[config.mk]
export PLATFORM = sky130hd
export DESIGN_NAME = ring_seq_monitor
export DESIGN_NICKNAME = d
export VERILOG_FILES = /design/src/rtl/ring_seq_monitor_pkg.sv /design/src/rtl/ring_seq_monitor_decode.sv /design/src/rtl/ring_seq_monitor.sv
export SDC_FILE = /design/constraint.sdc
export NUM_CORES = 1
export LEC_CHECK = 0
export BUFFER_PORTS_ARGS = -buffer_cell sky130_fd_sc_hd__buf_2
export CAP_MARGIN = 15
export CELL_PAD_IN_SITES_DETAIL_PLACEMENT = 0
export CELL_PAD_IN_SITES_GLOBAL_PLACEMENT = 2
export CORE_MARGIN = 2
export CORE_UTILIZATION = 38
export CTS_CLUSTER_DIAMETER = 150
export DETAILED_ROUTE_END_ITERATION = 7
export PLACE_DENSITY_LB_ADDON = 0.1
export SYNTH_ARGS = -nofsm -noshare
export SYNTH_HDL_FRONTEND = slang
export SYNTH_SLANG_ARGS = --single-unit
[constraint.sdc]
create_clock -name clk -period 5 [get_ports clk]
set_clock_uncertainty 0.15 [all_clocks]
set_input_delay 0.75 -clock clk [delete_from_list [all_inputs] [get_ports clk]]
set_output_delay 0.75 -clock clk [all_outputs]
set_load 0.02 [all_outputs]
[src/rtl/ring_seq_monitor_pkg.sv]
// Shared definitions for the four-phase ring counter and its sequence monitor:
// phase code constants, the illegal-code set, FSM and transition encodings.
package ring_seq_monitor_pkg;

    localparam int PHASE_W = 3;

    // Legal ring codes in forward order (index 0..3)
    localparam logic [PHASE_W-1:0] PH_0 = 3'b001;
    localparam logic [PHASE_W-1:0] PH_1 = 3'b100;
    localparam logic [PHASE_W-1:0] PH_2 = 3'b110;
    localparam logic [PHASE_W-1:0] PH_3 = 3'b011;

    // Codes the ring counter can never legally produce
    localparam logic [PHASE_W-1:0] ILL_0 = 3'b000;
    localparam logic [PHASE_W-1:0] ILL_1 = 3'b010;
    localparam logic [PHASE_W-1:0] ILL_2 = 3'b101;
    localparam logic [PHASE_W-1:0] ILL_3 = 3'b111;

    typedef enum logic [1:0] {
        UNLOCK = 2'd0,
        LOCKED = 2'd1,
        FAULT  = 2'd2
    } state_t;

    typedef enum logic [1:0] {
        TR_NONE = 2'd0,
        TR_FWD  = 2'd1,
        TR_HOLD = 2'd2,
        TR_BAD  = 2'd3
    } trans_t;

    function automatic logic illegal_code(input logic [PHASE_W-1:0] code);
        return (code == ILL_0) || (code == ILL_1) || (code == ILL_2) || (code == ILL_3);
    endfunction

endpackage

[src/rtl/ring_seq_monitor_decode.sv]
// Combinational phase decoder: maps a 3-bit ring code to its 2-bit index and
// flags whether the code is one of the four legal codes.
module ring_phase_decode
    import ring_seq_monitor_pkg::*;
(
    input  logic [PHASE_W-1:0] code,
    output logic [1:0]         idx,
    output logic               valid
);

    // Table lookup; illegal codes report index 0 with valid low
    always_comb begin
        valid = ~illegal_code(code);
        case (code)
            PH_1:    idx = 2'd1;
            PH_2:    idx = 2'd2;
            PH_3:    idx = 2'd3;
            default: idx = 2'd0;
        endcase
    end

endmodule

[src/rtl/ring_seq_monitor.sv]
// Ring counter sequence monitor. Samples the phase code, classifies each
// prev->cur step, locks after LOCK_CNT clean forward steps, counts completed
// revolutions while locked and holds a sticky fault on any bad step.
module ring_seq_monitor
    import ring_seq_monitor_pkg::*;
#(
    parameter int CNT_W    = 8,
    parameter int LOCK_CNT = 4
) (
    input  logic               clk,
    input  logic               reset,
    input  logic [PHASE_W-1:0] phase_in,
    input  logic               clr_err,
    output logic [1:0]         phase_idx,
    output logic               phase_valid,
    output logic               locked,
    output logic               seq_err,
    output logic [CNT_W-1:0]   cycle_cnt,
    output logic               cycle_tick
);

    // run value whose next forward step completes lock acquisition
    localparam logic [3:0] RUN_LAST = 4'(LOCK_CNT - 1);

    logic [PHASE_W-1:0] cur;
    logic [PHASE_W-1:0] prev;
    logic               prev_ok;
    logic [3:0]         run;
    state_t             state;
    state_t             state_next;
    trans_t             trans;
    logic [1:0]         cur_idx;
    logic               cur_valid;
    logic               lock_step;
    logic               rev_step;
    logic               fault_clr;

    ring_phase_decode u_decode (
        .code  (cur),
        .idx   (cur_idx),
        .valid (cur_valid)
    );

    // phase_idx/phase_valid hold the decode of prev, so they serve as the
    // previous-sample index without a second decoder
    // Classify the prev->cur step once a legal sample has been seen
    always_comb begin
        trans = TR_NONE;
        if (prev_ok) begin
            if (cur_valid && phase_valid && (cur_idx == phase_idx + 2'd1)) begin
                trans = TR_FWD;
            end else if (cur_valid && (cur == prev)) begin
                trans = TR_HOLD;
            end else begin
                trans = TR_BAD;
            end
        end
    end

    assign lock_step = (state == UNLOCK) && (trans == TR_FWD) && (run == RUN_LAST);
    assign rev_step  = (state == LOCKED) && (trans == TR_FWD) &&
                       (phase_idx == 2'd3) && (cur_idx == 2'd0);
    assign fault_clr = (state == FAULT) && clr_err;

    // FSM state register
    always_ff @(posedge clk or negedge reset) begin
        if (!reset) begin
            state <= UNLOCK;
        end else begin
            state <= state_next;
        end
    end

    // FSM next state; clr_err only matters in FAULT, where it beats any step
    always_comb begin
        state_next = state;
        case (state)
            UNLOCK:  if (lock_step) state_next = LOCKED;
            LOCKED:  if (trans == TR_BAD) state_next = FAULT;
            FAULT:   if (clr_err) state_next = UNLOCK;
            default: state_next = UNLOCK;
        endcase
    end

    // FSM outputs, decoded straight from the state register
    always_comb begin
        locked  = (state == LOCKED);
        seq_err = (state == FAULT);
    end

    // Sample pipeline: capture phase_in, keep the prior sample and its decode
    always_ff @(posedge clk or negedge reset) begin
        if (!reset) begin
            cur         <= '0;
            prev        <= '0;
            prev_ok     <= 1'b0;
            phase_idx   <= 2'd0;
            phase_valid <= 1'b0;
        end else begin
            cur         <= phase_in;
            prev        <= cur;
            prev_ok     <= fault_clr ? 1'b0 : (prev_ok | cur_valid);
            phase_valid <= cur_valid;
            if (cur_valid) begin
                phase_idx <= cur_idx;
            end
        end
    end

    // Lock acquisition run counter; only moves while unlocked
    always_ff @(posedge clk or negedge reset) begin
        if (!reset) begin
            run <= 4'd0;
        end else if (fault_clr) begin
            run <= 4'd0;
        end else if (state == UNLOCK) begin
            if (trans == TR_FWD) begin
                run <= run + 4'd1;
            end else if (trans == TR_BAD) begin
                run <= 4'd0;
            end
        end
    end

    // Revolution counter and tick; the locking step itself is never counted
    always_ff @(posedge clk or negedge reset) begin
        if (!reset) begin
            cycle_cnt  <= '0;
            cycle_tick <= 1'b0;
        end else begin
            cycle_tick <= rev_step;
            if (rev_step) begin
                cycle_cnt <= cycle_cnt + CNT_W'(1);
            end
        end
    end

endmodule
==> out/metrics.csv, run 1 <==
metric;value;unit
CTS sink count;25;
Pleak;0.682;nW
actual transition at the worst max-transition pin;0.644;ns
Startpoint Class;flip-flop;
DRT antenna net count;0;
syn_nets;110;
CP Max Fanout;12;
gr usage total;14.4;%
worst vdd ir;0.0872;mV
share of layout cells above drive strength 1;23.0;%
FF-to-FF Start;cur[0];
Ports;20;
post_cts resized;0;
final instance area;0.00132;mm2
Max-cap violations;0;
Reg2Reg Setup Slack;2.58;ns
WP buf/inv;0;
Mapped Area;0.00117;mm2
Primary FF master, synth;dfrtp_1;
CTS Hold Bufs;0;
fmax;0.413;GHz
IO Port Bufs;19;
R2R depth;5;
via count;799;
Layout Cells excl Fill;155;
Overflow after GRT;0;
Die Wd;59.5;um
Post-Syn Area per Cell;11.6;um2
vias per cell;5.15;
Worst EP arrival;2.48;ns
PD cells;260;mW/mm2
Yosys reg bits;25;
final setup fails;0;
root buf cell;clkbuf_4;
period utilisation layout;48.5;%
yosys warns;0;
commonest non-fill, non-tap cell in the layout;dfrtp_1;
Hold WC Path Type;input pin to asynchronous set/reset pin;
Critical Path RT;5.06;ns
clock-pin slew on the worst setup and hold paths;0.13;ns
nets@finish;132;
core box area;0.00300;mm2
initial DRC count;46;
DIE HEIGHT;59.5;um
largest net degree at the start of global routing;26;
die area;0.00354;mm2
WS Path Type;flip-flop to flip-flop;
dpl cell area;0.00129;mm2
total CTS buffers;3;
TNS Setup;0;ns
# diodes;0;
asr flop ratio synth;100;%
Detailed Route WL;2.18;mm
Detailed Place HPWL;1.57;mm
CP Launch Point;cur[0];
Synth Instances;101;
std cell rows;20;
critical path's slowest cell;dfrtp_1;
max incr delay on CP;0.53;ns
gpl congestion;0.730;
Netlist cell types;34;
WHS;0.264;ns
unrepaired setup endpoints after global routing;false;
final-report max-slew violation count;0;
first drt pass iteration count;4;
total power draw;0.000342;W
CTS tree;built;
sequential-to-total area share from yosys stat;53.4;%
final hold viol count;0;
FF-to-FF End;cycle_cnt[1];
DR WL/cell;14.1;um
H-tree depth;1;
commonest non-fill, non-tap cells in the layout;dfrtp_1 (25), buf_2 (19), xor2_1 (8);
Clock Path Buffers;2;
DRC viols;0;
starting density of the core;39.0;%
Area Overhead vs Synth;12.6;%
Crit path max-delay family;simple AND/OR/NAND/NOR gates;
global-route wire length before repair;3.84;mm
Post-CTS Setup Bufs;0;
vias in the first global route;824;
status;complete, no violations;
Tmin final;2.42;ns
Placed Cells;151;
Worst-Skew Late Latency;0.31;ns
Worst Setup End Kind;flip-flop;
initial antenna violation count;0;
EDFF count, synth;0;
critical-path cell list;or3b_1, a2111oi_4, o21ai_2, nor2_1, mux2_1;
Max-slew headroom;57.0;%
[cells in the mapped netlist, drive strengths merged (3+ instances only)]
cell type / count / area (um2)
a21oi: 3 / 15.0
ha: 3 / 37.5
nand3: 6 / 30.0
nor2: 7 / 26.3
o21ai: 3 / 18.8
xor2: 8 / 70.1
nor2b: 3 / 18.8
inv: 4 / 15.0
a22o: 3 / 26.3
mux2: 3 / 33.8
nor3: 5 / 25.0
dfrtp: 25 / 626
nand2: 6 / 22.5
[how the worst max path moves through the flow]
| stage | end | slack, ns | cells after the start |
|---|---|---|---|
| CTS | cycle_cnt[1] | 2.56 | 5 |
| finish | cycle_cnt[1] | 2.58 | 5 |
| global placement | cycle_cnt[1] | 2.63 | 5 |
| global route | cycle_cnt[1] | 2.42 | 5 |
| detailed placement | cycle_cnt[1] | 2.60 | 5 |
| floorplan | cycle_cnt[1] | 2.71 | 5 |
[power by group]
part | internal (W) | switching [W] | total (W)
Sequential | 0.000208 | 0.00000913 | 0.000218
Clock | 0.0000311 | 0.0000566 | 0.0000877
Combinational | 0.0000150 | 0.0000220 | 0.0000370
[worst reg2reg max path, cell delays in order, from the launching register on]
cell	delay, ns
dfrtp_1	0.53
or3b_1	0.47
a2111oi_4	0.42
o21ai_2	0.18
nor2_1	0.24
mux2_1	0.34
[layer usage]
layer / global-route usage (%) / wire length, um / vias up
met5: 0 / 0 / -
met4: 5.71 / 28 / 0
met3: 2.18 / 92 / 4
met2: 21.5 / 967 / 18
met1: 20.8 / 1090 / 376
li1: - / - / 401
[area by class of cell]
| cell class | count | area [um2] |
|---|---|---|
| tap | 33 | 41.3 |
| fill | 298 | 1680 |
| timing repair buffer | 19 | 95.1 |
| multi-input combinational | 70 | 515 |
| sequential | 25 | 626 |
| inverter | 4 | 15.0 |
| clock buffer | 4 | 26.3 |
[logic make-up after synthesis]
group | share of synthesized area [%]
adders and majority gates | 4.06
xor gates and xnor gates | 7.48
buffers and inverters | 2.56
and+or+nand+nor | 16.9
AOI/OAI and AO/OA | 12.7
DFF | 53.4
muxes | 2.88
[per-stage QoR]
stage | util (%) | worst slack (ns)
6_report | 43.9 | 2.58
5_1_grt | 43.9 | 2.42
4_1_cts | 43.9 | 2.56
3_5_place_dp | 43.0 | 2.60
3_3_place_gp | 43.0 | 2.63
2_1_floorplan | - | 2.71
[sequential cells by signal, indices dropped and copies added, names as in the netlist]
register and count:
cycle_cnt 8, prev 3, cur 3, phase_valid 1, run 4, phase_idx 2, state 2, prev_ok 1
cycle_tick 1
Power figures use the tool's default switching activity.
==> run 2: changes to the inputs <==
--- a/config.mk
+++ b/config.mk
@@ -10,7 +10,7 @@
 export CELL_PAD_IN_SITES_DETAIL_PLACEMENT = 0
 export CELL_PAD_IN_SITES_GLOBAL_PLACEMENT = 2
 export CORE_MARGIN = 2
-export CORE_UTILIZATION = 38
+export CORE_UTILIZATION = 35
 export CTS_CLUSTER_DIAMETER = 150
 export DETAILED_ROUTE_END_ITERATION = 7
 export PLACE_DENSITY_LB_ADDON = 0.1
==> constraint.sdc (replaced) <==
create_clock -name clk -period 2.3 [get_ports clk]
set_clock_uncertainty 0.15 [all_clocks]
set_input_delay 0.345 -clock clk [delete_from_list [all_inputs] [get_ports clk]]
set_output_delay 0.345 -clock clk [all_outputs]
set_load 0.02 [all_outputs]
==> run 2 against run 1 <==
Against the previous run:
- design area rose by 8.3%
- non-clock buffer count rose by 10
- routed wire length fell by 1.7%
- global-route usage down 2.1 points
==> out/metrics.csv, run 2 (synthesis gave the netlist of run 1 again) <==
metric;value;unit;change
starting density of the core;35.7;%;was 39.0%
initial antenna violation count;0;;unchanged
Worst EP arrival;2.24;ns;was 2.48 ns
unrepaired setup endpoints after global routing;false;;unchanged
Detailed Place HPWL;1.55;mm;was 1.57 mm
CTS tree;built;;unchanged
CTS sink count;25;;unchanged
via count;857;;was 799
Biggest register;cycle_cnt;;unchanged
commonest non-fill, non-tap cell in the layout;dfrtp_1;;unchanged
IO Port Bufs;19;;unchanged
register area;626;um2;unchanged
Largest regs;cycle_cnt: 8 flops, run: 4 flops;;unchanged
Detailed Route WL;2.14;mm;was 2.18 mm
fillers;325;;was 298
# diodes;0;;unchanged
Critical Path RT;2.36;ns;was 5.06 ns
WP buf/inv;0;;unchanged
Setup WS pre-CTS;0.0805;ns;was 2.60 ns
clock-pin slew on the worst setup and hold paths;0.13;ns;about the same
largest net degree at the start of global routing;26;;unchanged
DIE HEIGHT;61.8;um;was 59.5 um
fin worst setup slack;0.122;ns;was 2.58 ns
Ports;20;;unchanged
Worst-Skew Late Latency;0.31;ns;about the same
FF-to-FF End;cycle_cnt[1];;unchanged
Largest register FFs;8;;unchanged
total CTS buffers;3;;unchanged
combinational power share;13.7;%;was 10.8%
Worst Setup End Kind;flip-flop;;unchanged
initial DRC count;59;;was 46
TNS Setup;0;ns;unchanged
critical path's slowest cell;dfrtp_1;;unchanged
max incr delay on CP;0.43;ns;was 0.53 ns
Max-cap violations;0;;unchanged
P_int;0.000566;W;was 0.000255 W
std cell rows;21;;was 20
first drt pass iteration count;4;;unchanged
Multi-input gate area;523;um2;was 515 um2
share of layout cells above drive strength 1;26.5;%;was 23.0%
DRC viols;0;;unchanged
gpl congestion;0.755;;was 0.730
final-report max-slew violation count;0;;unchanged
Die Wd;61.8;um;was 59.5 um
Overflow after GRT;0;;unchanged
vias per cell;4.81;;was 5.15
Hold WC Path Type;input pin to flip-flop;;was input pin to asynchronous set/reset pin
Crit path max-delay family;simple AND/OR/NAND/NOR gates;;unchanged
Tmin final;2.18;ns;was 2.42 ns
final setup fails;0;;unchanged
DRT antenna net count;0;;unchanged
root buf cell;clkbuf_4;;unchanged
Reg2Reg Setup Slack;0.12;ns;was 2.58 ns
Post-CTS Setup Bufs;0;;unchanged
vias in the first global route;717;;was 824
worst hold path depth;2;;
Clock Path Buffers;2;;unchanged
R2R depth;6;;was 5
Pleak;0.733;nW;was 0.682 nW
H-tree depth;1;;unchanged
Reg power frac;61.0;%;was 63.6%
global-route wire length before repair;3.35;mm;was 3.84 mm
hold_sp;clr_err;;
WS Path Type;flip-flop to flip-flop;;unchanged
Layout Cells excl Fill;178;;was 155
final hold viol count;0;;unchanged
Area Overhead vs Synth;22.0;%;was 12.6%
gr usage total;12.3;%;was 14.4%
Placed Cells;170;;was 151
status;complete, no violations;;unchanged
worst vdd ir;0.314;mV;was 0.0872 mV
PD cells;534;mW/mm2;was 260 mW/mm2
die area;0.00382;mm2;was 0.00354 mm2
period utilisation layout;94.7;%;was 48.5%
FF-to-FF Start;phase_idx[0];;was cur[0]
Startpoint Class;flip-flop;;unchanged
actual transition at the worst max-transition pin;0.628;ns;was 0.644 ns
Worst Hold Path EP;prev_ok;;
DR WL/cell;12.0;um;was 14.1 um
clock power share;25.3;%;was 25.6%
Sw Ratio;25.8;%;was 25.6%
WHS;0.0731;ns;was 0.264 ns
Max-slew headroom;58.1;%;was 57.0%
commonest non-fill, non-tap cells in the layout;dfrtp_1 (25), buf_2 (19), xor2_1 (8);;unchanged
CP Max Fanout;7;;was 12
fmax;0.459;GHz;was 0.413 GHz
critical-path cell list;ha_1, nand3_1, nor3_1, o21ai_4, nor2_1, mux2_1;;was or3b_1, a2111oi_4, o21ai_2, nor2_1, mux2_1
nets@finish;142;;was 132
Sw Pwr;0.000197;W;was 0.0000877 W
core box area;0.00328;mm2;was 0.00300 mm2
[run 2: what timing repair did]
item,4_1_cts,5_1_grt
resized for setup,0,1
hold endpoints to repair,28,0
hold buffers,4,0
setup endpoints to repair,0,2
[run 2: area by class of cell]
cell class	instances	area share, %
clock buffer	3	1.58
clock inverter	1	0.350
inverter	4	1.05
multi-input combinational	70	36.6
sequential	25	43.8
tap	46	4.03
timing repair buffer	29	12.6
[run 2: worst register-to-register path: cells and delay by family, from the launching register on]
kind / cells / cell delay (ns)
and+or+nand+nor: 3 / 0.66
muxes: 1 / 0.35
DFF: 1 / 0.43
adders and majority gates: 1 / 0.35
AOI/OAI and AO/OA: 1 / 0.14
[run 2: layer usage]
metal | up-vias | wire (um) | share of wire (%) | GRT usage [%]
li1 | 426 | - | - | -
met1 | 412 | 1060 | 49 | 17.3
met2 | 17 | 977 | 46 | 17.3
met3 | 2 | 90 | 4.2 | 4.97
met4 | 0 | 19 | 0.89 | 3.65
met5 | - | 0 | 0 | 0
[run 2: power groups by stage]
stage | sequential [W] | clock (W) | combinational [W]
after floorplan | 0.000482 | 0 | 0.0000507
final | 0.000465 | 0.000193 | 0.000104
after detailed placement | 0.000474 | 0 | 0.0000998
after global routing | 0.000468 | 0.000228 | 0.000114
after global placement | 0.000473 | 0 | 0.000101
after CTS | 0.000466 | 0.000211 | 0.000105
[run 2: how the worst max path moves through the flow]
| stage | from | to | slack, ns | cells past startpoint |
|---|---|---|---|---|
| floorplan | phase_idx[0] | cycle_cnt[1] | 0.007 | 5 |
| global placement | phase_idx[0] | cycle_cnt[1] | 0.11 | 5 |
| detailed placement | phase_idx[0] | cycle_cnt[1] | 0.08 | 5 |
| CTS | phase_idx[0] | cycle_cnt[1] | 0.06 | 5 |
| global route | phase_idx[0] | cycle_cnt[5] | 0.007 | 6 |
| finish | phase_idx[0] | cycle_cnt[1] | 0.12 | 6 |
[run 2: per-stage QoR]
step	util [%]	power [W]	instance area, um2
3_5_place_dp	41.2	0.000574	1350
5_1_grt	43.5	0.000811	1430
4_1_cts	43.3	0.000782	1420
6_report	43.5	0.000763	1430
2_1_floorplan	-	0.000533	1170
3_3_place_gp	41.2	0.000574	1350
==> run 3: changes to the inputs <==
--- a/config.mk
+++ b/config.mk
@@ -14,6 +14,7 @@
 export CTS_CLUSTER_DIAMETER = 150
 export DETAILED_ROUTE_END_ITERATION = 7
 export PLACE_DENSITY_LB_ADDON = 0.1
+export SKIP_LAST_GASP = 1
 export SYNTH_ARGS = -nofsm -noshare
 export SYNTH_HDL_FRONTEND = slang
 export SYNTH_SLANG_ARGS = --single-unit
==> constraint.sdc (replaced) <==
create_clock -name clk -period 2.3 [get_ports clk]
set_clock_uncertainty 0.15 [all_clocks]
set_input_delay 0.345 -clock clk [delete_from_list [all_inputs] [get_ports clk]]
set_output_delay 0.345 -clock clk [all_outputs]
set_load 0.05 [all_outputs]
==> run 3 against run 2 <==
Against the previous run:
- non-clock buffer count shrank 1
- power grew 3.1%
- design area shrank 0.35%
- routed wire length grew 7.0%
- critical path depth is the same
- global-route usage grew 1.4 points
- worst hold slack is essentially flat
- cell count shrank 0.56%
- via count shrank 0.12%
- first-iteration DRC count shrank 29%
- sequential power is essentially flat
- highest routed layer unchanged
==> out/metrics.csv, run 3 (synthesis gave the netlist of run 1 again) <==
metric;value;unit;change
# diodes;0;;unchanged
Placed Cells;169;;was 170
commonest non-fill, non-tap cell in the layout;dfrtp_1;;unchanged
via count;856;;was 857
final hold viol count;0;;unchanged
core box area;0.00328;mm2;unchanged
Worst Hold Path EP;prev_ok;;unchanged
status;complete, no violations;;unchanged
FF-to-FF Start;cur[2];;was phase_idx[0]
Tmin final;2.14;ns;was 2.18 ns
CP Launch Point;cur[2];;was phase_idx[0]
gpl congestion;0.729;;was 0.755
Die Wd;61.8;um;unchanged
DRT antenna net count;0;;unchanged
Sw Pwr;0.000220;W;was 0.000197 W
clock power share;25.6;%;was 25.3%
Overflow after GRT;0;;unchanged
Post-CTS Setup Bufs;0;;unchanged
initial antenna violation count;0;;unchanged
first drt pass iteration count;4;;unchanged
Sw Ratio;28.0;%;was 25.8%
Startpoint Class;flip-flop;;unchanged
final setup fails;0;;unchanged
DIE HEIGHT;61.8;um;unchanged
Detailed Route WL;2.29;mm;was 2.14 mm
hold_sp;clr_err;;unchanged
root buf cell;clkbuf_4;;unchanged
DRC viols;0;;unchanged
combinational power share;15.1;%;was 13.7%
Biggest register;cycle_cnt;;unchanged
Reg2Reg Setup Slack;0.16;ns;was 0.12 ns
gr usage total;13.7;%;was 12.3%
die area;0.00382;mm2;unchanged
actual transition at the worst max-transition pin;0.646;ns;was 0.628 ns
H-tree depth;1;;unchanged
TNS Setup;0;ns;unchanged
Max-cap violations;0;;unchanged
CP Max Fanout;10;;was 7
worst vdd ir;0.277;mV;was 0.314 mV
PD cells;552;mW/mm2;was 534 mW/mm2
Max-slew headroom;56.9;%;was 58.1%
P_int;0.000566;W;about the same
CTS sink count;25;;unchanged
Detailed Place HPWL;1.63;mm;was 1.55 mm
Worst EP arrival;2.25;ns;was 2.24 ns
fillers;324;;was 325
Worst Setup End Kind;flip-flop;;unchanged
commonest non-fill, non-tap cells in the layout;dfrtp_1 (24), buf_2 (19), xor2_1 (8);;was dfrtp_1 (25), buf_2 (19), xor2_1 (8)
dpl cell area;0.00135;mm2;about the same
Hold WC Path Type;input pin to flip-flop;;unchanged
clock-pin slew on the worst setup and hold paths;0.14;ns;was 0.13 ns
Clock Path Buffers;2;;unchanged
share of layout cells above drive strength 1;28.2;%;was 26.5%
FF-to-FF End;cycle_cnt[6];;was cycle_cnt[1]
nets@finish;141;;was 142
global-route wire length before repair;3.86;mm;was 3.35 mm
starting density of the core;35.7;%;unchanged
Largest register FFs;8;;unchanged
DR WL/cell;13.0;um;was 12.0 um
Worst-Skew Late Latency;0.32;ns;was 0.31 ns
vias per cell;4.84;;was 4.81
Largest regs;cycle_cnt: 8 flops, run: 4 flops;;unchanged
R2R depth;6;;unchanged
period utilisation layout;93.2;%;was 94.7%
initial DRC count;42;;was 59
IO Port Bufs;19;;unchanged
Ports;20;;unchanged
Layout Cells excl Fill;177;;was 178
unrepaired setup endpoints after global routing;false;;unchanged
worst hold path depth;2;;unchanged
largest net degree at the start of global routing;26;;unchanged
Reg power frac;59.2;%;was 61.0%
WS Path Type;flip-flop to flip-flop;;unchanged
Pleak;0.724;nW;was 0.733 nW
CTS tree;built;;unchanged
total CTS buffers;3;;unchanged
Critical Path RT;2.41;ns;was 2.36 ns
fmax;0.466;GHz;was 0.459 GHz
final instance area;0.00142;mm2;was 0.00143 mm2
Area Overhead vs Synth;21.6;%;was 22.0%
vias in the first global route;831;;was 717
std cell rows;21;;unchanged
final-report max-slew violation count;0;;unchanged
run 3: changes by cell type in the layout (fill, tap and decap cells not counted), sizes merged:
cell / change
buf: -1
clkinv: -1
clkbuf: +1
run 3: repair_timing:
item | CTS | global route
endpoints found under the hold margin | 28 | 0
hold buffers | 4 | 0
endpoints found under the setup margin | 0 | 3
gates resized for setup | 0 | 1
run 3: worst max path at each step:
stage,end,depth (start not counted)
5_1_grt,cycle_cnt[1],6
3_5_place_dp,cycle_cnt[1],5
2_1_floorplan,cycle_cnt[1],5
3_3_place_gp,cycle_cnt[1],5
6_report,cycle_cnt[6],6
4_1_cts,cycle_cnt[1],5
run 3: worst max-delay path, cell delays in order, from the launching register on:
cell and delay (ns):
dfrtp_1 0.41, buf_4 0.17, nand3b_1 0.20, a2111oi_4 0.44, o21ai_2 0.19, nor4_1 0.36, xor2_1 0.17
run 3: area by class of cell:
cell class,instances,area [um2],area share (%)
timing repair buffer,28,173,12.1
tap,46,57.6,4.04
multi-input combinational,70,526,36.9
clock buffer,4,26.3,1.85
sequential,25,627,44.0
inverter,4,15.0,1.05
run 3: through the flow:
| stage | hold slack [ns] | setup WS, ns | power [W] | util [%] |
|---|---|---|---|---|
| after floorplan | -0.101 | 0.0134 | 0.000549 | - |
| after detailed placement | 0.233 | 0.0977 | 0.000588 | 41.2 |
| final | 0.0727 | 0.156 | 0.000786 | 43.4 |
| after global placement | 0.224 | 0.147 | 0.000587 | 41.2 |
| after global routing | 0.0439 | 0.00754 | 0.000830 | 43.4 |
| after CTS | 0.0573 | 0.0784 | 0.000793 | 43.2 |
run 3: per-layer routing:
metal / up-vias / global-route usage [%] / routed length [um]
met5: - / 0 / 0
met4: 0 / 4.56 / 19
met3: 2 / 2.48 / 63
met2: 10 / 21.4 / 1030
met1: 421 / 19.3 / 1190
li1: 423 / - / -
run 3: power groups by stage:
stage | Combinational [W] | Clock (W) | Sequential [W]
after floorplan | 0.0000510 | 0 | 0.000498
after global placement | 0.000114 | 0 | 0.000473
after detailed placement | 0.000114 | 0 | 0.000474
after CTS | 0.000120 | 0.000207 | 0.000466
after global routing | 0.000130 | 0.000230 | 0.000469
final | 0.000119 | 0.000202 | 0.000466
